**src/rtl/fetch_pkg.sv**
```systemverilog
// -----------------------------------------------------------------------------
// fetch_pkg
// Shared definitions for the instruction-fetch stage: datapath width, the
// canonical NOP encoding and the buffer entry layout that pairs a fetched word
// with the PC it came from.
// -----------------------------------------------------------------------------
package fetch_pkg;

    localparam int XLEN = 32;

    // addi x0, x0, 0
    localparam logic [XLEN-1:0] NOP_INSTR = 32'h0000_0013;

    typedef struct packed {
        logic [XLEN-1:0] pc;
        logic [XLEN-1:0] instr;
        logic            misaligned;
    } fetch_entry_t;

endpackage : fetch_pkg

```
**src/rtl/fetch_buffer.sv**
```systemverilog
// -----------------------------------------------------------------------------
// fetch_buffer
// DEPTH-entry FIFO of fetch_entry_t sitting between instruction memory and
// decode. The head entry is read straight out of the storage registers, so
// nothing downstream sees a combinational path from the memory read data.
//
// Ports
//   clk          in   clock, rising edge
//   reset        in   asynchronous active-low reset, clears storage and pointers
//   i_push       in   write i_push_entry at the tail
//   i_push_entry in   entry to write
//   i_pop        in   retire the head entry
//   i_flush      in   empty the buffer (wins over push; pop is harmless)
//   o_count      out  number of valid entries, 0..DEPTH
//   o_head       out  head entry
//   o_head_valid out  buffer not empty
// -----------------------------------------------------------------------------
module fetch_buffer
    import fetch_pkg::*;
#(
    parameter int DEPTH = 2
) (
    input  logic                         clk,
    input  logic                         reset,
    input  logic                         i_push,
    input  fetch_entry_t                 i_push_entry,
    input  logic                         i_pop,
    input  logic                         i_flush,
    output logic [$clog2(DEPTH+1)-1:0]   o_count,
    output fetch_entry_t                 o_head,
    output logic                         o_head_valid
);

    localparam int CW = $clog2(DEPTH + 1);
    localparam int PW = (DEPTH > 1) ? $clog2(DEPTH) : 1;

    fetch_entry_t    r_mem [DEPTH];
    logic [PW-1:0]   r_wr_ptr;
    logic [PW-1:0]   r_rd_ptr;
    logic [CW-1:0]   r_count;

    logic [PW-1:0]   w_wr_ptr_inc;
    logic [PW-1:0]   w_rd_ptr_inc;

    // Explicit wrap so non-power-of-two depths work.
    assign w_wr_ptr_inc = (r_wr_ptr == PW'(DEPTH - 1)) ? '0 : r_wr_ptr + 1'b1;
    assign w_rd_ptr_inc = (r_rd_ptr == PW'(DEPTH - 1)) ? '0 : r_rd_ptr + 1'b1;

    always_ff @(posedge clk or negedge reset) begin
        if (!reset) begin
            r_wr_ptr <= '0;
            r_rd_ptr <= '0;
            r_count  <= '0;
            for (int i = 0; i < DEPTH; i++) begin
                r_mem[i] <= '0;
            end
        end else if (i_flush) begin
            r_wr_ptr <= '0;
            r_rd_ptr <= '0;
            r_count  <= '0;
        end else begin
            if (i_push) begin
                r_mem[r_wr_ptr] <= i_push_entry;
                r_wr_ptr        <= w_wr_ptr_inc;
            end
            if (i_pop) begin
                r_rd_ptr <= w_rd_ptr_inc;
            end
            r_count <= r_count + CW'(i_push) - CW'(i_pop);
        end
    end

    assign o_count      = r_count;
    assign o_head       = r_mem[r_rd_ptr];
    assign o_head_valid = (r_count != '0);

`ifndef SYNTHESIS
    // The credit logic upstream must never let a push land on a full buffer
    // unless the head leaves in the same cycle.
    a_no_overflow: assert property (@(posedge clk) disable iff (!reset)
        !(i_push && !i_pop && !i_flush && (r_count == CW'(DEPTH))));
`endif

endmodule : fetch_buffer

```
**src/rtl/fetch_stage.sv**
```systemverilog
// -----------------------------------------------------------------------------
// fetch_stage
// Instruction-fetch stage downstream of the PC register. Presents the PC to a
// synchronous instruction memory, tracks the one outstanding request, pairs
// the returned word with its PC into a small buffer toward decode, throttles
// the PC through pc_stall and squashes wrong-path words on redirect.
//
// Ports
//   clk            in   clock, rising edge
//   reset          in   asynchronous active-low reset
//   pc_in          in   current PC
//   pc_ena         in   fetch enable
//   redirect       in   branch/jump taken this cycle
//   imem_addr      out  memory address (= pc_in)
//   imem_en        out  memory read enable
//   imem_rdata     in   read data, one cycle after imem_en
//   pc_stall       out  hold the PC register
//   if_valid       out  head valid toward decode
//   id_ready       in   decode takes the head this cycle
//   if_pc          out  head PC
//   if_instr       out  head instruction word
//   if_misaligned  out  head PC was not word aligned
//
// Handshake: a word moves to decode in every cycle where if_valid and id_ready
// are both high; if_valid never depends on id_ready, and the head is stable
// while if_valid is high and id_ready is low.
// -----------------------------------------------------------------------------
module fetch_stage
    import fetch_pkg::*;
#(
    parameter int DEPTH = 2
) (
    input  logic             clk,
    input  logic             reset,
    input  logic [XLEN-1:0]  pc_in,
    input  logic             pc_ena,
    input  logic             redirect,
    output logic [XLEN-1:0]  imem_addr,
    output logic             imem_en,
    input  logic [XLEN-1:0]  imem_rdata,
    output logic             pc_stall,
    output logic             if_valid,
    input  logic             id_ready,
    output logic [XLEN-1:0]  if_pc,
    output logic [XLEN-1:0]  if_instr,
    output logic             if_misaligned
);

    localparam int CW = $clog2(DEPTH + 1);

    logic [XLEN-1:0] r_req_pc;
    logic            r_req_valid;

    logic [CW-1:0]   w_count;
    fetch_entry_t    w_head;
    logic            w_head_valid;
    logic            w_pop;
    logic            w_push;
    logic [CW:0]     w_credit;
    fetch_entry_t    w_push_entry;

    assign w_pop = w_head_valid & id_ready;

    // Slots already promised: buffered words plus the word returning this
    // cycle, less the one decode takes now. One extra bit keeps the sum exact.
    assign w_credit = {1'b0, w_count} + (CW+1)'(r_req_valid) - (CW+1)'(w_pop);

    // On redirect the PC must load the vector, so stall is released even if
    // the buffer is full; the flush below makes room.
    assign pc_stall  = ~redirect & (w_credit >= (CW+1)'(DEPTH));
    assign imem_en   = pc_ena & ~pc_stall;
    assign imem_addr = pc_in;

    // Request tracking: a request issued in a redirect cycle is for the old
    // sequential path and is killed here so its data is never pushed.
    always_ff @(posedge clk or negedge reset) begin
        if (!reset) begin
            r_req_valid <= 1'b0;
            r_req_pc    <= '0;
        end else begin
            r_req_valid <= imem_en & ~redirect;
            if (imem_en) begin
                r_req_pc <= pc_in;
            end
        end
    end

    // The response arriving in a redirect cycle is on the wrong path.
    assign w_push = r_req_valid & ~redirect;

    assign w_push_entry.pc         = r_req_pc;
    assign w_push_entry.instr      = imem_rdata;
    assign w_push_entry.misaligned = (r_req_pc[1:0] != 2'b00);

    fetch_buffer #(
        .DEPTH (DEPTH)
    ) u_buffer (
        .clk          (clk),
        .reset        (reset),
        .i_push       (w_push),
        .i_push_entry (w_push_entry),
        .i_pop        (w_pop),
        .i_flush      (redirect),
        .o_count      (w_count),
        .o_head       (w_head),
        .o_head_valid (w_head_valid)
    );

    assign if_valid      = w_head_valid;
    assign if_pc         = w_head.pc;
    assign if_instr      = w_head.instr;
    assign if_misaligned = w_head.misaligned;

endmodule : fetch_stage

```
**config.mk**
```make
export PLATFORM = sky130hd
export DESIGN_NAME = fetch_stage
export DESIGN_NICKNAME = d
export VERILOG_FILES = /design/src/rtl/fetch_pkg.sv /design/src/rtl/fetch_buffer.sv /design/src/rtl/fetch_stage.sv
export SDC_FILE = /design/constraint.sdc
export NUM_CORES = 1
export LEC_CHECK = 0
export CORE_ASPECT_RATIO = 2
export CORE_UTILIZATION = 37
export DETAILED_ROUTE_END_ITERATION = 10
export GPL_TIMING_DRIVEN = 0
export SLEW_MARGIN = 0
export SYNTH_ARGS = -nofsm -noshare
export SYNTH_HDL_FRONTEND = slang
export SYNTH_SLANG_ARGS = --single-unit
```
**constraint.sdc**
```tcl
create_clock -name clk -period 2.5 [get_ports clk]
set_input_delay 0.25 -clock clk [delete_from_list [all_inputs] [get_ports clk]]
set_output_delay 0.25 -clock clk [all_outputs]
set_load 0.01 [all_outputs]
```
==> key figures, run 1 <==
Clock network
  – Clk sinks: 167
  – Max Buffers Root-to-Sink: 2
  – CTS Buf Count: 17
  – CTS tree: done
  – Reg clk slew, reported paths: 0.06 ns
  – Root Driver: clkbuf_16
  – Clk_lat worst skew: 0.42 ns
  – H-tree depth: 4

Critical path
  – WP data required: 2.25 ns
  – RR Startpoint: u_buffer.o_count[0]
  – CP arrival: 2.15 ns
  – Crit-path slowest cell: dfrtp_2
  – Crit path capture type: primary output
  – CP max stage delay: 0.42 ns
  – CP Buf/Inv Count: 2
  – Crit path launch type: flip-flop
  – Reg2reg end: r_req_pc[6]
  – CP cell instances: nor2b_4, o21ai_2, fa_2, xnor2_2, buf_4, a21oi_4, nor2b_2, buf_2
  – Worst R2R Path Depth: 8
  – CP delay by family, top: flip-flops
  – Critical path class: flip-flop to primary output
  – Reg2Reg Setup Slack: 0.12 ns
  – Worst-path maximum fanout: 4

Routing
  – Drt wl/cell: 18.3 um
  – Drt pass-1 iters: 4
  – Wirelength, routed: 21.0 mm
  – Drt via density: 5.19
  – DRC: 0
  – Vias after detailed routing: 5,969
  – Iter 0 DRT Violations: 210
  – Antenna Nets Post-Route: 0

Timing
  – RSZ-0062 raised after global routing: yes
  – Final setup fails: 0
  – Fin. max-slew vios: 0
  – Hold violation total from the final report: 0
  – Setup Skew: 0.0143 ns
  – Period utilization: 95.9%
  – Tmin final: 2.40 ns
  – Worst slew margin: 59.1%
  – Worst Max-Slew Pin Slew: 0.613 ns
  – FMAX: 417 MHz
  – Hold WS: 0.330 ns

Pwr
  – Cell Pwr Density: 1170 mW/mm^2
  – Leak pwr: 4.63 nW
  – Maximum vdd ir drop: 0.570 mV

Yosys
  – Syn avg cell area: 12.1 um^2
  – Yosys reg bits: 167
  – Cells after synthesis: 671
  – Ranking of synthesized cells by area: dfrtp_1 (52%), mux2_2 (17%), mux2_1 (5.3%)
  – Simple-Gate Fraction of Synth Area: 7.95%
  – Main combinational cell family by area after synthesis: multiplexers
  – Adder-cell share of the synthesized area: 0.402%
  – Ys async rst share: 100%
  – Top cell type by total area after synthesis: dfrtp_1
  – Post-synthesis cell area: 0.00810 mm^2
  – Syn Nets: 742
  – Count of different cell masters after synthesis: 29
  – Top_reg_cell synth: dfrtp_1
  – Post-synthesis xor/xnor area fraction: 0.432%
  – Multiplexer share of the synthesized area: 22.5%
  – Synth Area in Compound Gates: 9.27%
  – Yosys top cell area share: 51.6%
  – Synth Warn #: 0
  – Number of synthesized flops with an enable pin: 0
  – Post-synthesis sequential area ratio: 51.6%

Final layout
  – Share of cells above drive strength 1: 28.1%
  – Most common cell after layout, fill and taps aside: dfrtp_1
  – Final instance area: 0.0109 mm^2
  – Commonest cells after routing, fill and taps aside: dfrtp_1 (165), clkdlybuf4s50_1 (164), mux2_2 (124)
  – Nets: 935
  – # diodes: 0
  – Fill cells: 1,989
  – Synthesis-to-finish area growth: 34.1%

Floorplan
  – Core Area: 0.0215 mm^2
  – Die H: 211 um
  – Initial Util: 37.7%
  – Die ar.: 0.0225 mm^2
  – Die Wd: 107 um
  – Num rows: 76
  – I/O pins: 169

Placement
  – IO Port Bufs: 168
  – DP Wirelength: 15.1 mm
  – Placed cell area: 0.0102 mm^2
  – GP Congestion: 0.806

Global route
  – GRT overflow: 0
  – Vias in the first global route: 6,329
  – Pin count of the biggest net entering global routing: 120
  – Gr usage total: 19.6%
  – Initial antenna violation count: 0
  – First-pass GRT wire length: 33.9 mm

Status
  – Status: finished, final reports clean

Worst hold path
  – Tightest Hold Check Type: input pin to asynchronous set/reset pin

Flow run
  – Max-cap viol count: 0
-- registers in the layout, indices dropped and copies added (netlist names) --
signal / count
r_req_pc: 32
r_req_valid: 1
u_buffer.o_count: 2
u_buffer.r_mem: 130
u_buffer.r_rd_ptr: 1
u_buffer.r_wr_ptr: 1
-- per-stage QoR --
stage	std cells	worst slack [ns]	setup TNS [ns]	util, %	total power [W]
CTS	1149	0.0117	0	50.4	0.0128
floorplan	671	0.213	0	-	0.00756
global placement	1112	-6.01	-1018.41	47.1	0.00992
detailed placement	1113	-0.644	-17.22	47.3	0.0100
global route	1150	-0.0433	-0.0433	50.5	0.0135
finish	1150	0.102	0	50.5	0.0127
-- layout make-up --
type / instances / area, um^2 / area share [%]
plain buffers: 84 / 533 / 4.91
clock buffers: 19 / 453 / 4.17
clock inverters: 13 / 141 / 1.30
inverters: 32 / 120 / 1.11
multi-input cells: 387 / 3340 / 30.7
flip-flops and latches: 167 / 4180 / 38.5
well taps: 273 / 342 / 3.14
repair buffers: 175 / 1750 / 16.1
-- timing repair --
item                       4_1_cts  5_1_grt
pin swaps                        1        5
hold buffers                     1        0
hold endpoints to repair        48        0
setup buffers                    4        1
setup endpoints to repair       91       49
gates resized for setup         26       11
-- layer usage --
metal	share of wire [%]	global-route usage, %	vias to the layer above
met5	0	0	-
met4	2.8	8.83	0
met3	3.5	2.93	32
met2	54	35.5	170
met1	39	22.3	2978
li1	-	-	2789
-- worst reg2reg max path, cell delays in order (launching register included) --
cell,delay (ns)
dfrtp_2,0.42
nor2b_4,0.17
o21ai_2,0.07
fa_2,0.59
buf_4,0.17
nor2_1,0.09
clkbuf_2,0.25
a221oi_1,0.27
o311ai_0,0.18
-- cells by family after synthesis --
family | after synthesis
multiplexers | 162
AND/OR/NAND/NOR | 117
adder cells (fa/ha/maj) | 2
AO/OA/AOI/OAI | 102
flip-flops | 167
XOR/XNOR | 4
buffers and inverters | 117
-- power breakdown --
part	total, W	switching, W	internal (W)
logic	0.00536	0.00226	0.00310
clock network	0.00264	0.00111	0.00154
registers	0.00466	0.000719	0.00394
total	0.0127	0.00409	0.00858
-- worst max path at each step --
stage / start / endpoint / slack [ns] / cells after the start
4_1_cts: u_buffer.o_count[0] / pc_stall / 0.01 / 7
6_report: u_buffer.o_count[0] / imem_en / 0.10 / 8
3_3_place_gp: reset / u_buffer.r_mem[105] / -6.01 / 1
2_1_floorplan: u_buffer.o_count[1] / r_req_pc[10] / 0.21 / 9
5_1_grt: u_buffer.o_count[1] / imem_en / -0.04 / 9
3_5_place_dp: id_ready / imem_en / -0.64 / 10
-- Yosys cell counts (all sizes together), types with 3 or more instances --
cell and count:
a21oi 3, a221oi 32, buf 64, clkbuf 21
dfrtp 167, inv 32, mux2 162, nand2 34
nand4 32, nor2 7, nor2b 37, o21ai 35
o311ai 32, xnor2 3
Note: power is estimated with default switching activity, not from simulation.
==> inputs of run 2 (changes only) <==
--- a/config.mk
+++ b/config.mk
@@ -9,6 +9,7 @@
 export CORE_UTILIZATION = 37
 export DETAILED_ROUTE_END_ITERATION = 10
 export GPL_TIMING_DRIVEN = 0
+export REMOVE_ABC_BUFFERS = 1
 export SLEW_MARGIN = 0
 export SYNTH_ARGS = -nofsm -noshare
 export SYNTH_HDL_FRONTEND = slang
==> run 2 against run 1 <==
Against the previous run:
- cell count is 4.7% lower
- sequential cell count stayed put
- critical path depth fell by 1
- largest cell class unchanged
- largest power group unchanged
==> key figures, run 2 (synthesis gave the netlist of run 1 again) <==
Status
  – Status: finished, final reports clean

Timing
  – RSZ-0062 raised after global routing: yes
  – Fin. max-slew vios: 0
  – FMAX: 401 MHz
  – Setup Skew: 0.0117 ns
  – Tmin final: 2.49 ns
  – Final setup fails: 0
  – Worst slew margin: 37.9%
  – Period utilization: 99.7%
  – Setup Total Neg Slack: 0 ns
  – Worst Max-Slew Pin Slew: 0.931 ns
  – Hold violation total from the final report: 0

Placement
  – IO Port Bufs: 168
  – Post-Place Cells: 1,043
  – GP Congestion: 0.738
  – DP Wirelength: 14.2 mm

Clock network
  – Root Driver: clkbuf_16
  – CTS Buf Count: 17
  – Clk sinks: 167
  – Reg clk slew, reported paths: 0.07 ns
  – CTS tree: done
  – Clk_lat worst skew: 0.43 ns
  – Max Buffers Root-to-Sink: 2
  – H-tree depth: 4

Critical path
  – Critical path class: flip-flop to primary output
  – RR Startpoint: u_buffer.o_count[1]
  – WP data required: 2.25 ns
  – Worst-path maximum fanout: 2
  – Crit path capture: imem_en
  – CP arrival: 2.24 ns
  – Reg2reg end: r_req_pc[21]
  – CP Launch Point: u_buffer.o_count[1]
  – Crit path launch type: flip-flop
  – Reg2Reg Setup Slack: 0.05 ns
  – Crit path capture type: primary output
  – Worst R2R Path Depth: 9

Final layout
  – Synthesis-to-finish area growth: 33.5%
  – Nets: 880
  – Largest register FFs: 130
  – Fill cells: 1,941
  – Share of cells above drive strength 1: 26.3%
  – Most common cell after layout, fill and taps aside: dfrtp_1
  – Post-Layout Cell Count: 1,096
  – Commonest cells after routing, fill and taps aside: dfrtp_1 (165), clkdlybuf4s50_1 (161), mux2_2 (123)
  – Biggest register: u_buffer.r_mem

Floorplan
  – Initial Util: 37.7%
  – Num rows: 76
  – Die Wd: 107 um
  – Die ar.: 0.0225 mm^2
  – I/O pins: 169
  – Core Area: 0.0215 mm^2
  – Die H: 211 um

Pwr
  – Maximum vdd ir drop: 0.518 mV
  – Leak pwr: 4.53 nW
  – Total power: 0.0129 W
  – Cell Pwr Density: 1190 mW/mm^2

Global route
  – First-pass GRT wire length: 35.0 mm
  – Initial antenna violation count: 1
  – Vias in the first global route: 6,632
  – GRT overflow: 0
  – Pin count of the biggest net entering global routing: 89
  – Gr usage total: 20.2%

Routing
  – Drt pass-1 iters: 4
  – Iter 0 DRT Violations: 243
  – Antenna Nets Post-Route: 0
  – Wirelength, routed: 22.1 mm
  – Drt via density: 5.44
  – Vias after detailed routing: 5,960
  – DRC: 0
  – Drt wl/cell: 20.1 um

Worst hold path
  – Tightest Hold Check Type: input pin to flip-flop

Flow run
  – Max-cap viol count: 0
## run 2: changes by cell type in the layout (fill, tap and decap cells not counted), moves of 6 or more
cell	before	now
buf_8	1	7
buf_16	1	7
clkbuf_1	15	1
a221oi_1	31	24
buf_4	45	13
buf_2	19	4
a221oi_2	1	8
## run 2: power breakdown
| part | leakage, nW | internal, W | switching (W) |
|---|---|---|---|
| registers | 2.04 | 0.00394 | 0.000794 |
| logic | 2.22 | 0.00328 | 0.00239 |
| clock network | 0.268 | 0.00138 | 0.00111 |
| total | 4.53 | 0.00860 | 0.00430 |
## run 2: final cells by class
| type | count | area (um^2) | share of cell area (%) |
|---|---|---|---|
| antenna | 1 | 2.50 | 0.0231 |
| clock buffer | 18 | 429 | 3.97 |
| clock inverter | 14 | 125 | 1.16 |
| inverter | 32 | 120 | 1.11 |
| multi-input combinational | 388 | 3410 | 31.5 |
| sequential | 167 | 4180 | 38.7 |
| tap | 273 | 342 | 3.16 |
| timing repair buffer | 203 | 2200 | 20.4 |
## run 2: worst max-delay path, cell delays in order (launching register included)
cell     delay, ns
dfrtp_2       0.41
nand2_2       0.06
nor2_2        0.05
buf_4         0.14
fa_4          0.84
a21oi_2       0.07
nor2b_1       0.11
buf_2         0.13
## run 2: worst min path at each step
stage / to / cells past startpoint / slack, ns / startpoint
after floorplan: r_req_pc[0] / 0 / -0.05 / reset
after global placement: u_buffer.r_mem[53] / 2 / 0.46 / u_buffer.r_mem[53]
after detailed placement: u_buffer.r_mem[51] / 1 / 0.28 / reset
after CTS: r_req_pc[9] / 2 / 0.16 / redirect
after global routing: r_req_pc[9] / 2 / 0.17 / redirect
final: r_req_pc[9] / 2 / 0.18 / redirect
## run 2: what timing repair did
action | CTS | global route
resized for setup | 24 | 10
pin swaps | 4 | 5
hold buffers | 1 | 0
gates cloned | 1 | 1
endpoints found under the hold margin | 79 | 0
setup buffers | 14 | 3
endpoints found under the setup margin | 78 | 59
## run 2: layer usage
metal	GRT usage [%]	vias up	routed length [um]
li1	-	2675	-
met5	0	-	0
met1	21.7	3087	8130
met2	37.6	162	12500
met3	3.05	36	828
met4	9.97	0	639
## run 2: stage by stage
stage | util [%] | instance area, um^2 | setup slack, ns | hold WS, ns
final | 50.3 | 10800 | 0.00661 | 0.179
after global routing | 50.3 | 10800 | -0.120 | 0.168
after CTS | 49.8 | 10700 | -0.00628 | 0.157
after detailed placement | 46.4 | 9970 | -1.15 | 0.276
after global placement | 44.7 | 9610 | -5.34 | 0.455
after floorplan | - | 7590 | -2.10 | -0.0456
